[src/rtl/board_access_ctrl.sv]
// Minesweeper board RAM owner: muxes the single RAM port between VGA reads and
// blanking-time reveal/flag read-modify-writes, and moves the cursor per frame.
module board_access_ctrl #(
  parameter int GRID_W = 5,
  parameter int GRID_H = 5,
  parameter int ADDR_W = 10,
  parameter int DATA_W = 32
) (
  input  logic              clk,
  input  logic              reset,
  input  logic              screen_end,
  input  logic              left,
  input  logic              right,
  input  logic              up,
  input  logic              down,
  input  logic              select,
  input  logic              flag,
  input  logic [ADDR_W-1:0] vga_addr,
  output logic [DATA_W-1:0] vga_data,
  output logic [ADDR_W-1:0] ram_addr,
  output logic              ram_wen,
  output logic [DATA_W-1:0] ram_din,
  input  logic [DATA_W-1:0] ram_dout,
  output logic [2:0]        cursor_x,
  output logic [2:0]        cursor_y,
  output logic              busy,
  output logic              done,
  output logic              mine_hit
);

  typedef enum logic [2:0] {S_IDLE, S_RD, S_CAP, S_WR, S_DONE} state_t;

  localparam int B_L = 0, B_R = 1, B_U = 2, B_D = 3, B_S = 4, B_F = 5;

  state_t            state_q, state_d;
  logic [5:0]        btn, btn_q, btn_edge, pend_q, pend_d, clr;
  logic              se_q, tick;
  logic [2:0]        cursor_x_q, cursor_x_d, cursor_y_q, cursor_y_d;
  logic [ADDR_W-1:0] target_q, target_d;
  logic              op_flag_q, op_flag_d;
  logic              mine_q, mine_d;
  logic [DATA_W-1:0] word_q, word_d;
  logic [DATA_W-1:0] vga_hold_q, vga_hold_d;
  logic [3:0]        rd_status, rd_contents;

  assign btn         = {flag, select, down, up, right, left};
  assign btn_edge    = btn & ~btn_q;
  assign tick        = screen_end & ~se_q;
  assign rd_status   = ram_dout[3:0];
  assign rd_contents = ram_dout[7:4];

  always_comb begin
    state_d    = state_q;
    cursor_x_d = cursor_x_q;
    cursor_y_d = cursor_y_q;
    target_d   = target_q;
    op_flag_d  = op_flag_q;
    mine_d     = mine_q;
    word_d     = word_q;
    clr        = '0;

    if (tick) begin
      clr[3:0] = 4'hF;
      // Opposing presses in one frame cancel; edges of the grid clamp.
      if (pend_q[B_R] && !pend_q[B_L] && cursor_x_q != 3'(GRID_W - 1))
        cursor_x_d = cursor_x_q + 3'd1;
      else if (pend_q[B_L] && !pend_q[B_R] && cursor_x_q != 3'd0)
        cursor_x_d = cursor_x_q - 3'd1;
      if (pend_q[B_D] && !pend_q[B_U] && cursor_y_q != 3'(GRID_H - 1))
        cursor_y_d = cursor_y_q + 3'd1;
      else if (pend_q[B_U] && !pend_q[B_D] && cursor_y_q != 3'd0)
        cursor_y_d = cursor_y_q - 3'd1;
    end

    case (state_q)
      S_IDLE: begin
        if (tick && (pend_q[B_S] || pend_q[B_F])) begin
          target_d  = ADDR_W'(cursor_y_q) * ADDR_W'(GRID_W) + ADDR_W'(cursor_x_q);
          op_flag_d = !pend_q[B_S];
          clr[B_S]  = pend_q[B_S];
          clr[B_F]  = !pend_q[B_S];
          state_d   = S_RD;
        end
      end
      S_RD: state_d = S_CAP;
      S_CAP: begin
        mine_d  = 1'b0;
        state_d = S_DONE;
        if (!op_flag_q) begin
          if (rd_status == 4'd10) begin
            word_d  = {ram_dout[DATA_W-1:4], rd_contents};
            mine_d  = (rd_contents == 4'd9);
            state_d = S_WR;
          end
        end else if (rd_status == 4'd10) begin
          word_d  = {ram_dout[DATA_W-1:4], 4'd11};
          state_d = S_WR;
        end else if (rd_status == 4'd11) begin
          word_d  = {ram_dout[DATA_W-1:4], 4'd10};
          state_d = S_WR;
        end
      end
      S_WR:    state_d = S_DONE;
      S_DONE:  state_d = S_IDLE;
      default: state_d = S_IDLE;
    endcase

    pend_d = (pend_q & ~clr) | btn_edge;
  end

  assign vga_hold_d = (state_q == S_IDLE) ? ram_dout : vga_hold_q;

  always_ff @(posedge clk or negedge reset) begin
    if (!reset) begin
      state_q    <= S_IDLE;
      btn_q      <= '0;
      pend_q     <= '0;
      se_q       <= 1'b0;
      cursor_x_q <= '0;
      cursor_y_q <= '0;
      target_q   <= '0;
      op_flag_q  <= 1'b0;
      mine_q     <= 1'b0;
      word_q     <= '0;
      vga_hold_q <= '0;
    end else begin
      state_q    <= state_d;
      btn_q      <= btn;
      pend_q     <= pend_d;
      se_q       <= screen_end;
      cursor_x_q <= cursor_x_d;
      cursor_y_q <= cursor_y_d;
      target_q   <= target_d;
      op_flag_q  <= op_flag_d;
      mine_q     <= mine_d;
      word_q     <= word_d;
      vga_hold_q <= vga_hold_d;
    end
  end

  assign busy     = (state_q != S_IDLE);
  assign ram_addr = busy ? target_q : vga_addr;
  assign ram_wen  = (state_q == S_WR);
  assign ram_din  = word_q;
  assign vga_data = busy ? vga_hold_q : ram_dout;
  assign done     = (state_q == S_DONE);
  assign mine_hit = done & mine_q;
  assign cursor_x = cursor_x_q;
  assign cursor_y = cursor_y_q;

endmodule

[config.mk]
export PLATFORM = sky130hd
export DESIGN_NAME = board_access_ctrl
export DESIGN_NICKNAME = d
export VERILOG_FILES = /design/src/rtl/board_access_ctrl.sv
export SDC_FILE = /design/constraint.sdc
export NUM_CORES = 1
export LEC_CHECK = 0
export ABC_AREA = 1
export CORE_MARGIN = 2
export CORE_UTILIZATION = 50
export CTS_CLUSTER_SIZE = 40
export DETAILED_ROUTE_END_ITERATION = 7
export PLACE_DENSITY_LB_ADDON = 0.2
export SYNTH_ARGS = -nofsm -noshare
export SYNTH_HDL_FRONTEND = slang
export SYNTH_SLANG_ARGS = --single-unit
[constraint.sdc]
create_clock -name clk -period 3.5 [get_ports clk]
set_input_delay 0.7 -clock clk [delete_from_list [all_inputs] [get_ports clk]]
set_output_delay 0.7 -clock clk [all_outputs]
set_load 0.02 [all_outputs]
==> impl_metrics.json, run 1 <==
{
  "status": "completed",
  "crit_fanout": 72,
  "synth_common_cells": "nand2_1 (133), dfrtp_1 (94), inv_1 (60)",
  "criticalPathCategory": "reg -> out",
  "cts_hold_buffers": 0,
  "grt_first_pass_wirelength_microns": 14900,
  "rsz0062_at_grt": "false",
  "crit_chain": "nor3_2 > inv_6 > o21ai_2 > clkdlybuf4s50_1",
  "drt_iter0_markers": 151,
  "worstReg2RegStart": "cursor_y[0]",
  "dieArea_sq_um": 8990,
  "clockRootBuffer": "clkbuf_8",
  "yosysSeqAreaShare_pct": 57.0,
  "cp_slowest_cell": "clkdlybuf4s50_1",
  "cts_buffers": 9,
  "worstReg2RegEnd": "target_q[3]",
  "final_util_pct": 70.6,
  "htreeDepth": 3,
  "leakage_nw": 2.74,
  "area_growth_pct": 38.5,
  "preCtsSetupSlack_ns": 0.702,
  "die_w_microns": 94.8,
  "drv_cap": 0,
  "yosysMostFrequentCell": "nand2_1",
  "mappedNetlistArea_sq_um": 4120,
  "slowest_delay_ns": 0.64,
  "wl_microns": 9140,
  "first_pass_iters": 4,
  "postCtsSetupBuffers": 0,
  "ys_types": 30,
  "drtAntennaViolNets": 0,
  "swShare_pct": 40.0,
  "start_util_pct": 51.0,
  "ys_seq_elements": 94,
  "intPower_mw": 2.82,
  "design.core.area_sq_um": 8090,
  "fin_crit_ns": 3.06,
  "synthCells": 437,
  "clk_latency_ns": 0.36,
  "antenna_found_initial": 0,
  "io_pins": 135,
  "slew_viol_final": 0,
  "post_cts_resized": 0,
  "synth_top_area_share_pct": 57.0,
  "grt_max_degree": 73,
  "clockBufferDepth": 2,
  "final_area_sq_um": 5710,
  "post-place-cells": 666,
  "avgRoutedWirePerCell_microns": 13.4,
  "post_dp_cell_area_sq_um": 5520,
  "diodes": 0,
  "synth_top_area_cell": "dfrtp_1",
  "ir_drop_v": 0.000445,
  "async_reset_ff_share_pct": 100,
  "power.total_mw": 4.69,
  "critPathLaunchType": "flip-flop",
  "highest_layer": "met4",
  "cp.arrival_ns": 2.36,
  "fillers": 649,
  "synth-edff-count": 0,
  "wl_met3_microns": 429,
  "r2r_slack_ns": 1.46,
  "power_frac_clock_pct": 15.2,
  "gp_congestion": 0.752,
  "slew_headroom_pct": 57.6,
  "worstMarginPinSlew_ns": 0.636,
  "syn_nets": 500,
  "drt-met1-wl_microns": 4020,
  "switchingPower_mw": 1.88,
  "hpwl_microns": 6850,
  "stdcell_count": 682,
  "grt.total_usage_pct": 21.1,
  "postSynthAreaPerCell_sq_um": 9.44,
  "grt-ovfl-total": 0,
  "p_comb_share_pct": 49.2,
  "route.detailed.drc": 0,
  "die_h_microns": 94.8,
  "clock_skew_ns": 0.00757,
  "setup_ws_ns": 0.439,
  "seqPwrFrac_pct": 35.7,
  "clock-sinks": 94,
  "whs_ns": 0.335,
  "nets": 635,
  "first_global_vias": 3184,
  "max_freq_mhz": 327,
  "drive_above_1_share_pct": 10.1,
  "yosysWarnings": 0,
  "path_clk_slew_ns": 0.09,
  "synth_area_leaders": "dfrtp_1 (57%), nand2_1 (12%), o21ai_2 (6.2%), inv_1 (5.5%), o21ai_1 (3.4%)",
  "numPortBuffers": 134,
  "r2r.worst_path.cells": 6,
  "fin_crit_sh_pct": 87.5,
  "setup.worst_path.end_class": "primary output",
  "vias": 3330,
  "finalSetupTns_ns": 0,
  "hold_violations": 0,
  "required_ns": 2.80,
  "final-setup-viol-count": 0,
  "met2_length_microns": 4570,
  "powerDensity_nw_per_um2": 821,
  "rows": 33,
  "synth_flop_cell": "dfrtp_1",
  "vias_per_cell": 4.88,
  "tritoncts": "yes",
  "hp-class": "in -> async"
}
-- sequential cells by signal, summed over array words and instances (netlist names), 3 cells and up --
name and cells:
btn_q 6, cursor_x 3, cursor_y 3, pend_q 6
vga_hold_q 32, target_q 6, ram_din 32, state_q 3
-- cell families (layout without fill, tap and decap cells) --
group	count (synthesis)	after routing	synth area share, %
AND/OR/NAND/NOR	170	170	16.5
flip-flops	94	94	57.0
AO/OA/AOI/OAI	80	80	12.7
buffers and inverters	77	217	8.89
adder cells (fa/ha/maj)	12	12	4.00
XOR/XNOR	4	4	0.850
-- worst max path at each step --
stage | slack [ns] | cells past startpoint | startpoint | to
after floorplan | 1.48 | 5 | state_q[1] | ram_addr[6]
after global placement | 0.71 | 4 | ram_dout[0] | vga_data[0]
after detailed placement | 0.70 | 4 | ram_dout[0] | vga_data[0]
after CTS | 0.42 | 4 | state_q[1] | vga_data[16]
after global routing | 0.32 | 4 | state_q[1] | vga_data[16]
final | 0.44 | 4 | state_q[1] | vga_data[16]
-- layout make-up --
| cell class | count | area, sq um | share of cell area, % |
|---|---|---|---|
| repair buffers | 138 | 1380 | 24.2 |
| flip-flops and latches | 94 | 2350 | 41.2 |
| inverters | 63 | 246 | 4.31 |
| clock buffers | 9 | 124 | 2.17 |
| well taps | 105 | 131 | 2.30 |
| multi-input cells | 266 | 1410 | 24.6 |
| clock inverters | 7 | 72.6 | 1.27 |
-- layout by cell type (no fill, tap or decap), drive strengths merged, types with 2 or more instances in the layout --
| cell | n |
|---|---|
| fa | 2 |
| nor3 | 4 |
| a21oi | 5 |
| clkinv | 3 |
| o21ai | 67 |
| dfrtp | 94 |
| clkdlybuf4s50 | 133 |
| clkbuf | 9 |
| xor2 | 2 |
| nand3b | 2 |
| o22ai | 5 |
| nand2 | 135 |
| buf | 5 |
| inv | 64 |
| ha | 10 |
| xnor2 | 2 |
| clkinvlp | 2 |
| nor2 | 20 |
| nand3 | 7 |
-- power by group through the flow --
stage / Clock [mW] / Sequential [mW] / Combinational, mW
6_report: 0.711 / 1.67 / 2.31
4_1_cts: 0.730 / 1.67 / 2.34
2_1_floorplan: 0 / 1.86 / 1.17
3_3_place_gp: 0 / 1.67 / 2.26
5_1_grt: 0.766 / 1.72 / 2.54
3_5_place_dp: 0 / 1.69 / 2.33
-- worst max-delay path: cells and delay by family (launching register included) --
kind,cells,cell delay (ns)
buffers and inverters,2,0.92
DFF,1,0.45
and+or+nand+nor,1,0.35
AOI/OAI and AO/OA,1,0.25
-- metal layers --
layer / vias to the layer above / track usage [%]
met3: 11 / 4.31
li1: 1650 / -
met4: 0 / 6.04
met2: 79 / 36.1
met1: 1590 / 27.3
met5: - / 0
No activity file was read; power rests on OpenSTA's default activity.
==> run 2, diff against run 1 <==
REMOVE_ABC_BUFFERS = 1   (was default)
==> run 2 against run 1 <==
  * Flip-flop and latch count unchanged
  * Highest routed layer unchanged
  * Clock skew increased by 0.0099 ns
  * Critical path depth unchanged
  * Via count decreased by 1.4%
  * First-iteration DRC count decreased by 39%
  * Fmax decreased by 0.21%
  * Routed wire length decreased by 1.7%
  * Critical path type unchanged
  * Final area decreased by 0.15%
  * Final cell count decreased by 0.15%
  * Worst hold slack got worse by 0.019 ns
==> impl_metrics.json, run 2 (same netlist as run 1, synthesis figures left out) <==
{
  "crit_fanout": 72,
  "slew_headroom_pct": 57.8,
  "first_pass_iters": 4,
  "required_ns": 2.80,
  "slowest_delay_ns": 0.64,
  "grt_max_degree": 73,
  "drive_above_1_share_pct": 9.72,
  "switchingPower_mw": 1.86,
  "die_w_microns": 94.8,
  "post_cts_resized": 0,
  "die_h_microns": 94.8,
  "clock_skew_ns": 0.0175,
  "seqPwrFrac_pct": 36.0,
  "rows": 33,
  "power_frac_clock_pct": 14.3,
  "hold_violations": 0,
  "area_growth_pct": 38.3,
  "wl_microns": 8980,
  "critPathBufInv": 2,
  "hpwl_microns": 6580,
  "start_util_pct": 51.0,
  "path_clk_slew_ns": 0.10,
  "clk_latency_ns": 0.36,
  "cp_slowest_cell": "clkdlybuf4s50_1",
  "htreeDepth": 3,
  "intPower_mw": 2.77,
  "fin_crit_ns": 3.07,
  "tritoncts": "yes",
  "cts_hold_buffers": 0,
  "drv_cap": 0,
  "rsz0062_at_grt": "false",
  "status": "completed",
  "path_delay_family": "buffers and inverters",
  "p_comb_share_pct": 49.6,
  "criticalPathCategory": "reg -> out",
  "drt_iter0_markers": 92,
  "critPathLaunchType": "flip-flop",
  "antenna_found_initial": 0,
  "hp-class": "in -> async",
  "dieArea_sq_um": 8990,
  "finalSetupTns_ns": 0,
  "grt-ovfl-total": 0,
  "powerDensity_nw_per_um2": 812,
  "grt.total_usage_pct": 20.8,
  "vias": 3284,
  "grt_first_pass_wirelength_microns": 14700,
  "postCtsSetupBuffers": 0,
  "diodes": 0,
  "setup.worst_path.end_class": "primary output",
  "leakage_nw": 2.73,
  "clock-sinks": 94,
  "final-setup-viol-count": 0,
  "design.core.area_sq_um": 8090,
  "gp_congestion": 0.823,
  "numPortBuffers": 134,
  "cp.arrival_ns": 2.37,
  "clockBufferDepth": 2,
  "ir_drop_v": 0.000561,
  "route.detailed.drc": 0,
  "post-place-cells": 665,
  "final_util_pct": 70.5,
  "fin_crit_sh_pct": 87.7,
  "nets": 634,
  "max_freq_mhz": 326,
  "cts_buffers": 9,
  "worstMarginPinSlew_ns": 0.633,
  "first_global_vias": 3233,
  "vias_per_cell": 4.82,
  "slew_viol_final": 0,
  "drtAntennaViolNets": 0,
  "avgRoutedWirePerCell_microns": 13.2,
  "stdcell_count": 681,
  "final_cell_mix": "nand2_1 (133), clkdlybuf4s50_1 (133), dfrtp_1 (94), inv_1 (60), o21ai_2 (29)",
  "clockRootBuffer": "clkbuf_8",
  "crit_chain": "nor3_2 > inv_6 > o21ai_2 > clkdlybuf4s50_1",
  "io_pins": 135,
  "swShare_pct": 40.2
}
-- run 2: power groups by stage --
stage	logic, mW	clock network, mW	registers (mW)
3_3_place_gp	2.26	0	1.68
3_5_place_dp	2.32	0	1.69
4_1_cts	2.32	0.681	1.67
6_report	2.30	0.665	1.67
5_1_grt	2.52	0.735	1.72
2_1_floorplan	1.09	0	1.86
-- run 2: worst paths after layout --
path,from,end,slack [ns],cells after the start
worst min-delay path,reset,ram_din[11],0.32,1
worst min register to register,btn_q[1],pend_q[1],0.43,1
min in group clk,btn_q[1],pend_q[1],0.43,1
worst max register to register,cursor_y[0],target_q[3],1.44,6
worst max-delay path,state_q[1],vga_data[2],0.43,4
max in group asynchronous,reset,ram_din[21],2.49,2
-- run 2: final cells by class --
cell class	instances	area, sq um
clock buffer	11	141
clock inverter	5	41.3
fill	645	2390
inverter	63	246
multi-input combinational	266	1410
sequential	94	2350
tap	105	131
timing repair buffer	137	1390
-- run 2: per-stage QoR --
stage | instance area, sq um | total power [mW] | hold WS [ns] | setup WS [ns]
4_1_cts | 5700 | 4.68 | 0.334 | 0.428
5_1_grt | 5700 | 4.98 | 0.352 | 0.271
3_5_place_dp | 5520 | 4.01 | 0.425 | 0.696
3_3_place_gp | 5520 | 3.94 | 0.411 | 0.720
2_1_floorplan | 4000 | 2.95 | 0.400 | 1.05
6_report | 5700 | 4.63 | 0.316 | 0.432
-- run 2: routing by layer --
layer	track usage, %	wire (microns)	up-vias
met5	0	0	-
met4	7.00	102	0
met3	4.55	594	10
met2	33.6	4340	101
met1	28.1	3950	1531
li1	-	-	1642
==> run 3, diff against run 2 <==
CORE_ASPECT_RATIO = 0.7   (was default)
==> run 3 against run 2 <==
  * Register-to-register slack better by 0.02 ns
  * Flip-flop and latch count unchanged
  * Clock-buffer cell count up 2
  * Sequential share of layout area down 0.69 points
  * Fmax down 0.49%
  * Core utilization up 2.6 points
==> impl_metrics.json, run 3 (same netlist as run 1, synthesis figures left out) <==
{
  "slew_viol_final": 0,
  "start_util_pct": 51.9,
  "powerDensity_nw_per_um2": 858,
  "final-setup-viol-count": 0,
  "hpwl_microns": 6910,
  "cp.arrival_ns": 2.38,
  "numPortBuffers": 134,
  "grt-ovfl-total": 0,
  "max_freq_mhz": 324,
  "rows": 27,
  "nets": 635,
  "seqPwrFrac_pct": 33.7,
  "switchingPower_mw": 1.90,
  "final_cell_mix": "nand2_1 (133), clkdlybuf4s50_1 (133), dfrtp_1 (94), inv_1 (60), o21ai_2 (29)",
  "drt_iter0_markers": 186,
  "die_h_microns": 80.0,
  "tritoncts": "yes",
  "design.core.area_sq_um": 7940,
  "intPower_mw": 3.08,
  "dieArea_sq_um": 9000,
  "criticalPathCategory": "reg -> out",
  "clockRootBuffer": "clkbuf_16",
  "first_global_vias": 3337,
  "power_frac_clock_pct": 19.5,
  "route.detailed.drc": 0,
  "fin_crit_ns": 3.08,
  "grt_max_degree": 73,
  "grt.total_usage_pct": 22.7,
  "power.total_mw": 4.98,
  "antenna_found_initial": 0,
  "postCtsSetupBuffers": 0,
  "vias": 3274,
  "drtAntennaViolNets": 0,
  "grt_first_pass_wirelength_microns": 16200,
  "path_clk_slew_ns": 0.06,
  "leakage_nw": 2.79,
  "clk_latency_ns": 0.33,
  "rsz0062_at_grt": "false",
  "die_w_microns": 113,
  "htreeDepth": 3,
  "clockBufferDepth": 2,
  "area_growth_pct": 40.7,
  "diodes": 0,
  "critPathLaunchType": "flip-flop",
  "clock_skew_ns": 0.00507,
  "crit_fanout": 72,
  "setup.worst_path.end_class": "primary output",
  "hold_violations": 0,
  "p_comb_share_pct": 46.7,
  "wl_microns": 9600,
  "vias_per_cell": 4.83,
  "finalSetupTns_ns": 0,
  "swShare_pct": 38.2,
  "fin_crit_sh_pct": 88.1,
  "slew_headroom_pct": 47.0,
  "status": "completed",
  "cts_hold_buffers": 0,
  "clock-sinks": 94,
  "cts_buffers": 9,
  "drive_above_1_share_pct": 9.71,
  "hp-class": "reg -> reg",
  "ir_drop_v": 0.000532,
  "final_util_pct": 73.1,
  "first_pass_iters": 4,
  "io_pins": 135,
  "gp_congestion": 0.828,
  "drv_cap": 0,
  "avgRoutedWirePerCell_microns": 14.2,
  "required_ns": 2.80,
  "worstMarginPinSlew_ns": 0.795,
  "post_cts_resized": 0
}
## run 3: path summary, 6_finish.rpt
path / from / slack (ns) / cells after the start / to
max: state_q[1] / 0.42 / 4 / vga_data[19]
min reg2reg: btn_q[5] / 0.42 / 1 / pend_q[5]
min: btn_q[5] / 0.42 / 1 / pend_q[5]
max reg2reg: cursor_y[0] / 1.46 / 6 / target_q[5]
min in group asynchronous: reset / 0.45 / 1 / vga_hold_q[11]
max in group asynchronous: reset / 2.32 / 2 / ram_din[7]
## run 3: cell type report
cell class / count / area, sq um
fillers: 596 / 2140
inverters: 63 / 246
clock buffers: 13 / 260
well taps: 101 / 126
flip-flops and latches: 94 / 2350
clock inverters: 3 / 42.5
repair buffers: 138 / 1370
multi-input cells: 266 / 1410
## run 3: critical path, stage by stage (launching register included)
cell and delay (ns):
dfrtp_1 0.44, nor3_2 0.37, inv_6 0.29, o21ai_2 0.24, clkdlybuf4s50_1 0.65
## run 3: layer usage
layer  wire (microns)  track usage [%]  vias up
met5                0                0        -
met4               51             5.49        0
met3              810             9.42        4
met2             4470             36.4      104
met1             4260             28.9     1522
li1                 -                -     1644
## run 3: power groups by stage
| stage | Combinational [mW] | Sequential (mW) | Clock [mW] |
|---|---|---|---|
| 3_3_place_gp | 2.26 | 1.68 | 0 |
| 2_1_floorplan | 1.09 | 1.86 | 0 |
| 6_report | 2.33 | 1.68 | 0.971 |
| 3_5_place_dp | 2.33 | 1.69 | 0 |
| 5_1_grt | 2.55 | 1.72 | 1.04 |
| 4_1_cts | 2.35 | 1.68 | 1.00 |
## run 3: metrics by stage
| stage | setup slack, ns | area, sq um | instances | hold WS (ns) |
|---|---|---|---|---|
| 4_1_cts | 0.419 | 5800 | 678 | 0.430 |
| 3_3_place_gp | 0.732 | 5500 | 662 | 0.408 |
| 5_1_grt | 0.319 | 5800 | 678 | 0.441 |
| 2_1_floorplan | 1.05 | 4000 | 423 | 0.400 |
| 6_report | 0.417 | 5800 | 678 | 0.419 |
| 3_5_place_dp | 0.701 | 5500 | 662 | 0.419 |
